### src/rtl/digit_serial_subtractor.sv
// digit_serial_subtractor: computes a - b - bin two bits per clock
// through a registered borrow chain, with a start/busy/done handshake.
module digit_serial_subtractor #(
    parameter int WIDTH = 4
) (
    input  logic             clk,
    input  logic             rst,
    input  logic             start,
    input  logic [WIDTH-1:0] a,
    input  logic [WIDTH-1:0] b,
    input  logic             bin,
    output logic [WIDTH-1:0] d,
    output logic             bout,
    output logic             ovf,
    output logic             zero,
    output logic             busy,
    output logic             done
);

    localparam int DIGITS = WIDTH / 2;
    localparam int CW     = $clog2(DIGITS + 1);

    typedef enum logic [1:0] {
        IDLE,
        RUN,
        DONE
    } state_t;

    state_t state;
    state_t state_nx;

    logic [WIDTH-1:0] ra;
    logic [WIDTH-1:0] rb;
    logic [WIDTH-1:0] rr;
    logic             br;
    logic [CW-1:0]    cnt;

    logic             load;
    logic             step;
    logic             last;

    logic             d0;
    logic             d1;
    logic             b0;
    logic             b1;
    logic [WIDTH+1:0] rr_cat;
    logic [WIDTH-1:0] rr_nx;

    // State register.
    always_ff @(posedge clk) begin
        if (rst) begin
            state <= IDLE;
        end else begin
            state <= state_nx;
        end
    end

    // Next-state and datapath controls; DONE accepts start like IDLE.
    always_comb begin
        state_nx = state;
        load     = 1'b0;
        step     = 1'b0;
        last     = 1'b0;
        unique case (state)
            IDLE: begin
                if (start) begin
                    load     = 1'b1;
                    state_nx = RUN;
                end
            end
            RUN: begin
                step = 1'b1;
                if (cnt == CW'(DIGITS - 1)) begin
                    last     = 1'b1;
                    state_nx = DONE;
                end
            end
            DONE: begin
                if (start) begin
                    load     = 1'b1;
                    state_nx = RUN;
                end else begin
                    state_nx = IDLE;
                end
            end
            default: state_nx = IDLE;
        endcase
    end

    // Two chained full-subtractor cells over the low digit.
    always_comb begin
        d0     = ra[0] ^ rb[0] ^ br;
        b0     = (~ra[0] & rb[0]) | (~(ra[0] ^ rb[0]) & br);
        d1     = ra[1] ^ rb[1] ^ b0;
        b1     = (~ra[1] & rb[1]) | (~(ra[1] ^ rb[1]) & b0);
        rr_cat = {d1, d0, rr};
        rr_nx  = rr_cat[WIDTH+1:2];
    end

    // Operand shift registers, borrow register, result and counter.
    always_ff @(posedge clk) begin
        if (rst) begin
            ra  <= '0;
            rb  <= '0;
            rr  <= '0;
            br  <= 1'b0;
            cnt <= '0;
        end else if (load) begin
            ra  <= a;
            rb  <= b;
            rr  <= '0;
            br  <= bin;
            cnt <= '0;
        end else if (step) begin
            ra  <= ra >> 2;
            rb  <= rb >> 2;
            rr  <= rr_nx;
            br  <= b1;
            cnt <= cnt + CW'(1);
        end
    end

    // Result outputs update only on the final digit; the last cycle's
    // cells see the MSB, so b0 is the borrow into it and b1 the one out.
    always_ff @(posedge clk) begin
        if (rst) begin
            d    <= '0;
            bout <= 1'b0;
            ovf  <= 1'b0;
            zero <= 1'b0;
        end else if (last) begin
            d    <= rr_nx;
            bout <= b1;
            ovf  <= b0 ^ b1;
            zero <= (rr_nx == '0);
        end
    end

    assign busy = (state == RUN);
    assign done = (state == DONE);

endmodule
### config.mk
export PLATFORM = sky130hd
export DESIGN_NAME = digit_serial_subtractor
export DESIGN_NICKNAME = d
export VERILOG_FILES = /design/src/rtl/digit_serial_subtractor.sv
export SDC_FILE = /design/constraint.sdc
export NUM_CORES = 1
export LEC_CHECK = 0
export BUFFER_PORTS_ARGS = -buffer_cell sky130_fd_sc_hd__buf_4
export CAP_MARGIN = 25
export CORE_UTILIZATION = 46
export CTS_CLUSTER_SIZE = 40
export DETAILED_ROUTE_END_ITERATION = 10
export GPL_TIMING_DRIVEN = 0
export PLACE_DENSITY = 0.83
export SLEW_MARGIN = 15
export SYNTH_ARGS = -nofsm -noshare
export SYNTH_HDL_FRONTEND = slang
export SYNTH_SLANG_ARGS = --single-unit
### constraint.sdc
create_clock -name clk -period 1.75 [get_ports clk]
set_input_delay 0.175 -clock clk [delete_from_list [all_inputs] [get_ports clk]]
set_output_delay 0.175 -clock clk [all_outputs]
set_load 0.02 [all_outputs]
-- Word level (Yosys, flattened, before mapping)
Cells that the tools add are included.
W data, S select, Z words.
- flip-flop bits (word level): 24
- input bits: 12
- output and inout port bits: 9
- logic and storage cells: 52
- add/sub/neg operators: 1
- equal/unequal tests: 5
- multiplexer cells: 15
- bitwise operators: 15
- reductions and logical operators: 6
- operator list (kind ; number):
    $mux W4 ; 4
    $mux W1 ; 8
    $pmux W2 S3 ; 1
    $xor A1 B1 Y1 ; 5
    $and A1 B1 Y1 ; 4
    $eq A2 B1 Y1 const B ; 2
    $logic_not A4 Y1 ; 1
    $mux W2 ; 2
    $not A1 Y1 ; 4
    $reduce_or A2 Y1 ; 2
    $add A2 B1 Y2 const B ; 1
    $eq A2 B2 Y1 const B ; 1
    $logic_not A2 Y1 ; 1
    $ne A2 B1 Y1 const B ; 1
    $ne A2 B2 Y1 const B ; 1
    $or A1 B1 Y1 ; 2
    $reduce_and A2 Y1 ; 1
    $reduce_bool A2 Y1 ; 1

-- Longest topological paths before layout
Gate-level depths: netlist of run 1.
- word-level depth: 8
- mapped depth: 7
- depth with buffers taken out: 7

-- Least setup slack after synthesis of run 1
No wires, ideal clock.
- path kind: register to register
- start: register ra[0]
- end: register zero
- library setup time: 0.072 ns
- arrival time: 1.784 ns
- data required time: 1.678 ns
- setup slack: -0.105 ns
- stages on the path, launching flop included: 8
- buffers on the path: 0
- period minus slack after synthesis: 1.855 ns
- cells stage by stage: dfxtp_1 -> inv_1 -> fa_1 -> inv_1 -> fa_1 -> nor4b_1 -> nand2_1 -> a21oi_1
- cells in the longest elaborated chain, start to end: 6
- elaborated cells between the ends (all ways): 9
- classes of those cells: bitwise: 8; reduce/logical: 1
- RTL lines (what ; line ; source):
    start: declaration ; 32 ; logic [WIDTH-1:0] ra;
    start signal: assignment ; 115 ; ra <= ra >> 2;
    $xor A1 B1 Y1 ; 93 ; b0 = (~ra[0] & rb[0]) | (~(ra[0] ^ rb[0]) & br);
    $not A1 Y1 ; 93 ;
    $and A1 B1 Y1 ; 93 ;
    $or A1 B1 Y1 * ; 93 ;
    $xor A1 B1 Y1 * ; 94 ; d1 = ra[1] ^ rb[1] ^ b0;
    net d1 ; 43 ; logic d1;
    $logic_not A4 Y1 * ; 135 ; zero <= (rr_nx == '0);
    end signal: assignment ; 135 ;
    end: declaration ; 15 ; output logic zero,
Mark *: on every way through the listed nets, which the timed path passes. The rest lies on a longest branch.
A chain may end at the register's enable or synchronous reset.

-- Worst setup path in the final report of run 1
- start: register br
- end: register zero
- cells in the longest elaborated chain, start to end: 4
- elaborated cells between the ends (all ways): 5
- classes of those cells: bitwise: 4; reduce/logical: 1
- RTL lines (what ; line ; source):
    start: declaration ; 35 ; logic br;
    start signal: assignment ; 112 ; br <= bin;
    $and A1 B1 Y1 ; 93 ;
    $or A1 B1 Y1 ; 93 ;
    $xor A1 B1 Y1 ; 94 ;
    net d1 ; 43 ;
    $logic_not A4 Y1 ; 135 ;
The timed path passes the listed nets, and every way through them passes these cells.

==> results of run 1 <==
## cells in the mapped netlist (3+ instances only)
cell     count  share of area
nor2_1       6          0.023
nand3_1      7          0.036
dfxtp_1     22           0.46
a21oi_1     12          0.062
a22oi_1      3          0.023
nand2_1     14          0.054
inv_1        4          0.016
## worst paths after layout
check / from / endpoint / cells past startpoint
worst max-delay path: br / zero / 6
worst min-delay path: rst / rr[2] / 2
worst max register to register: br / zero / 6
worst min register to register: d[0] / d[0] / 2
## metrics by stage
stage	hold WS, ns	instances	util	area, um^2
finish	0.0456	153	0.621	1220
global route	0.0274	153	0.621	1220
CTS	0.0388	153	0.619	1210
detailed placement	0.385	149	0.591	1160
global placement	0.380	149	0.591	1160
floorplan	0.239	102	-	976
## routing by layer
metal	share of wire	wire length (um)	up-vias
li1	-	-	400
met1	0.44	808	369
met2	0.51	945	17
met3	0.027	49	5
met4	0.017	32	0
met5	0	0	-
## report_power, final
part | total [W] | switching (W) | internal, W
logic | 0.000217 | 0.000112 | 0.000105
registers | 0.000548 | 0.0000200 | 0.000528
clock network | 0.000385 | 0.000153 | 0.000232
total | 0.00115 | 0.000286 | 0.000865
## sequential cells by signal, indices dropped and copies added (netlist names)
name,count
bout,1
state,2
zero,1
rr,2
cnt,2
ra,4
d,4
rb,4
br,1
ovf,1
## placed cells by master (no fill, tap or decap), types with 3 or more instances in the layout
cell	n
buf_4	22
dfxtp_1	20
nand2_1	14
a21oi_1	11
nand3_1	7
nor2_1	6
inv_1	3
a22oi_1	3
clkbuf_4	3
## cells by family (layout without fill, tap and decap cells)
group                    Yosys count  after routing  synth area share
AO/OA/AOI/OAI                     22             22             0.177
XOR/XNOR                           2              2            0.0181
adder cells (fa/ha/maj)            3              3            0.0543
buffers and inverters             12             36            0.0647
flip-flops                        22             22             0.455
multiplexers                       2              2            0.0207
AND/OR/NAND/NOR                   39             39             0.210
## area by class of cell
cell class	count	area share
multi-input combinational	68	0.391
sequential	22	0.363
timing repair buffer	20	0.123
buffer	7	0.0359
tap	27	0.0277
clock inverter	1	0.0246
clock buffer	3	0.0185
inverter	5	0.0154
## what timing repair did
item | CTS | global route
gates resized for setup | 1 | 2
gates cloned | 0 | 0
setup endpoints to repair | 1 | 1
pin swaps | 1 | 0
==> flow_summary.toml, run 1 <==
[pwr]
finalPower_w = 0.00115
p_leak_nw = 0.472
ir_drop_uv = 600
p_per_area_mw_per_mm2 = 944

[floorplan]
core_area_mm2 = 0.00196
die_area_mm2 = 0.00229
die_w_um = 47.9
core.rowCount = 16
pin_count = 21
die_h_um = 47.9
initial_core_util = 0.493

[route]
wl_um = 1840
viasPerCell = 5.17
num_vias = 791
ant_nets = 0
drt_iter0_markers = 20
drc = 0
drt-wirelength-per-cell_um = 12.0
first_pass_iters = 4

[clock_network]
clk_latency_ns = 0.31
ctsHtreeMaxLevel = 1
root_buffer = "clkbuf_4"
cts_buffer_depth = 2
cts_tree = "done"
cts_sinks = 22
clkTransAtPathRegs_ns = 0.13
cts_buffers = 3
cts_setup_buffers = 0
ctsHoldBuffers = 0

[run]
cap_violations = 0

[timing]
rsz0062_at_grt = "true"
setup_slack_ns = -0.0795
finalCriticalPeriod_ns = 1.83
hold_viol_final = 0
fmax_ghz = 0.547
fin_worst_skew_ns = 0.0146
fin_tns_setup_ns = -0.0795
worst_pin_slew_ns = 0.536
maxSlewViolCount = 0
slew_headroom = 0.643
finalSetupViolations = 1
period_share = 1.05

[critical_path]
path_class = "register to register"
cp_num_buf_inv = 1
crit_fanout = 3
cp-end-kind = "register"
r2r_slack_ns = -0.08
cp_top_family = "adder cells"
crit_chain = "fa_2, inv_2, fa_1, nor4b_2, nand2_1, a21oi_2"
crit_arrival_ns = 2.07
slowest_stage = "fa_1"
critPathLaunchType = "register"
crit_required_ns = 1.99
max_stage_delay_ns = 0.44

[final_layout]
drive_gt1_frac = 0.357
nFillCells = 193
finalNetCount = 142
regArea_um2 = 443
n_antenna_cell = 0
area_growth_pct = 26.0
multi_input_area_um2 = 477

[synth]
yosysWarnings = 0
synth_seq_cells = 22
syn-cell-area_um2 = 967
ys_async_sr_fraction = 0
synthFlopType = "dfxtp_1"
synth-seq-area-share = 0.455
ys_types = 33
netlist_instances = 102
synth_edf_count = 0
synth_nets = 117
avgSynthCellArea_um2 = 9.48

[global_route]
grt_first_pass_wirelength_um = 3040
antenna_found_initial = 0
grt_pass1_vias = 708
gr-usage-all-layers = 0.192
busiest_layer = "met2"
grt_util_met2 = 0.316
use_met3 = 0.0226
gr-total-overflow = 0
grt_max_degree = 14
grt_util_met1 = 0.247

[worst_hold_path]
hold_class = "input pin to register"

[place]
hpwl_um = 1360
io_buffers = 20
dp_slack_ns = -0.0414
gp_congestion = 0.758

[outcome]
failed_checks = "negative setup slack"
status = "finished with violations"
Note: power is estimated with default switching activity, not from simulation.
==> run 2: changes to the inputs <==
MAX_ROUTING_LAYER = met4   (was not set)
PLACE_DENSITY = 0.69   (was 0.83)
==> flow_summary.toml, run 2 (synthesized netlist as in run 1, its figures left out) <==
[route]
ant_nets = 0
drc = 0
drt-wirelength-per-cell_um = 12.1
viasPerCell = 5.03
first_pass_iters = 4
num_vias = 774
wl_um = 1860
drt_iter0_markers = 3

[floorplan]
die_w_um = 47.9
die_h_um = 47.9
pin_count = 21
core_area_mm2 = 0.00196
die_area_mm2 = 0.00229
initial_core_util = 0.493
core.rowCount = 16

[final_layout]
finalNetCount = 143
n_antenna_cell = 0
layout_common_cells = "23 x buf_4, 20 x dfxtp_1, 14 x nand2_1"
final_area_mm2 = 0.00123
drive_gt1_frac = 0.370
area_growth_pct = 26.8
layout_commonest_cell = "buf_4"
nFillCells = 196
largest_registers = "d: 4 flops, ra: 4 flops, rb: 4 flops"
final_util = 0.625

[clock_network]
root_buffer = "clkbuf_4"
ctsHoldBuffers = 0
cts_sinks = 22
cts_tree = "done"
clk_latency_ns = 0.31
clkTransAtPathRegs_ns = 0.13
ctsHtreeMaxLevel = 1
cts_buffers = 3
cts_buffer_depth = 2

[timing]
worst_pin_slew_ns = 0.570
maxSlewViolCount = 0
slew_headroom = 0.620
hold_viol_final = 0
finalCriticalPeriod_ns = 1.83
fmax_ghz = 0.547
fin_worst_skew_ns = 0.00603
period_share = 1.05
finalSetupViolations = 1
rsz0062_at_grt = "true"
setup_slack_ns = -0.0788

[critical_path]
critPathLaunchType = "register"
cp-end-kind = "register"
path_class = "register to register"
slowest_stage = "fa_1"
crit_chain = "fa_2, inv_2, fa_1, nor4b_2, nand2_1, a21oi_2"
crit_required_ns = 2.01
cp_top_family = "adder cells"
cp_num_buf_inv = 1
crit_fanout = 3
max_stage_delay_ns = 0.46
crit_arrival_ns = 2.09

[global_route]
grt_first_pass_wirelength_um = 3060
gr-usage-all-layers = 0.207
grt_pass1_vias = 716
grt_max_degree = 14
antenna_found_initial = 0
gr-total-overflow = 0

[pwr]
p_per_area_mw_per_mm2 = 949
p_leak_nw = 0.477
ir_drop_uv = 723

[place]
hpwl_um = 1370
gp_congestion = 0.790
io_buffers = 20
dpl_cell_area_mm2 = 0.00116

[outcome]
status = "finished with violations"
failed_checks = "negative setup slack"

[run]
cap_violations = 0

[worst_hold_path]
hold_class = "input pin to register"
[run 2: changes by cell type in the layout (fill, tap and decap cells not counted), sizes merged]
cell / previous run / this run
buf: 25 / 26
[run 2: power breakdown]
part / total [W] / internal [W] / leakage (nW) / switching [W]
clock network: 0.000391 / 0.000232 / 0.0279 / 0.000159
registers: 0.000548 / 0.000528 / 0.180 / 0.0000200
logic: 0.000225 / 0.000109 / 0.269 / 0.000116
[run 2: worst paths after layout]
path         slack, ns  startpoint     to  depth (start not counted)
max reg2reg      -0.08          br   zero                          6
min reg2reg       0.46        d[1]   d[1]                          2
min               0.04         rst  rr[2]                          2
max              -0.08          br   zero                          6
[run 2: repair_timing]
action / CTS / global route
endpoints found under the hold margin: 0 / 0
resized for setup: 3 / 1
setup endpoints to repair: 1 / 1
buffers inserted: 1 / 0
pin swaps: 5 / 4
[run 2: layout make-up]
| type | count | area (um^2) | area share |
|---|---|---|---|
| multi-input cells | 68 | 477 | 0.389 |
| flip-flops and latches | 22 | 443 | 0.361 |
| repair buffers | 21 | 158 | 0.129 |
| plain buffers | 7 | 43.8 | 0.0357 |
| well taps | 27 | 33.8 | 0.0276 |
| clock inverters | 1 | 30.0 | 0.0245 |
| clock buffers | 3 | 22.5 | 0.0184 |
| inverters | 5 | 18.8 | 0.0153 |
[run 2: layer usage]
layer  track usage  part of all wire  wire length (um)
met5             -                 0                 0
met4         0.150             0.027                51
met3        0.0491             0.038                70
met2         0.327              0.49               921
met1         0.224              0.44               819
[run 2: stage by stage]
| step | hold slack (ns) | worst slack [ns] | power, W | instances | TNS, ns |
|---|---|---|---|---|---|
| 6_report | 0.0417 | -0.0788 | 0.00116 | 154 | -0.0788 |
| 5_1_grt | 0.0307 | -0.171 | 0.00122 | 154 | -0.171 |
| 4_1_cts | 0.0290 | -0.121 | 0.00118 | 154 | -0.121 |
| 3_5_place_dp | 0.383 | -0.0894 | 0.000780 | 149 | -0.0894 |
| 3_3_place_gp | 0.380 | -0.0371 | 0.000772 | 149 | -0.0371 |
| 2_1_floorplan | 0.239 | 0.0295 | 0.000717 | 102 | 0 |
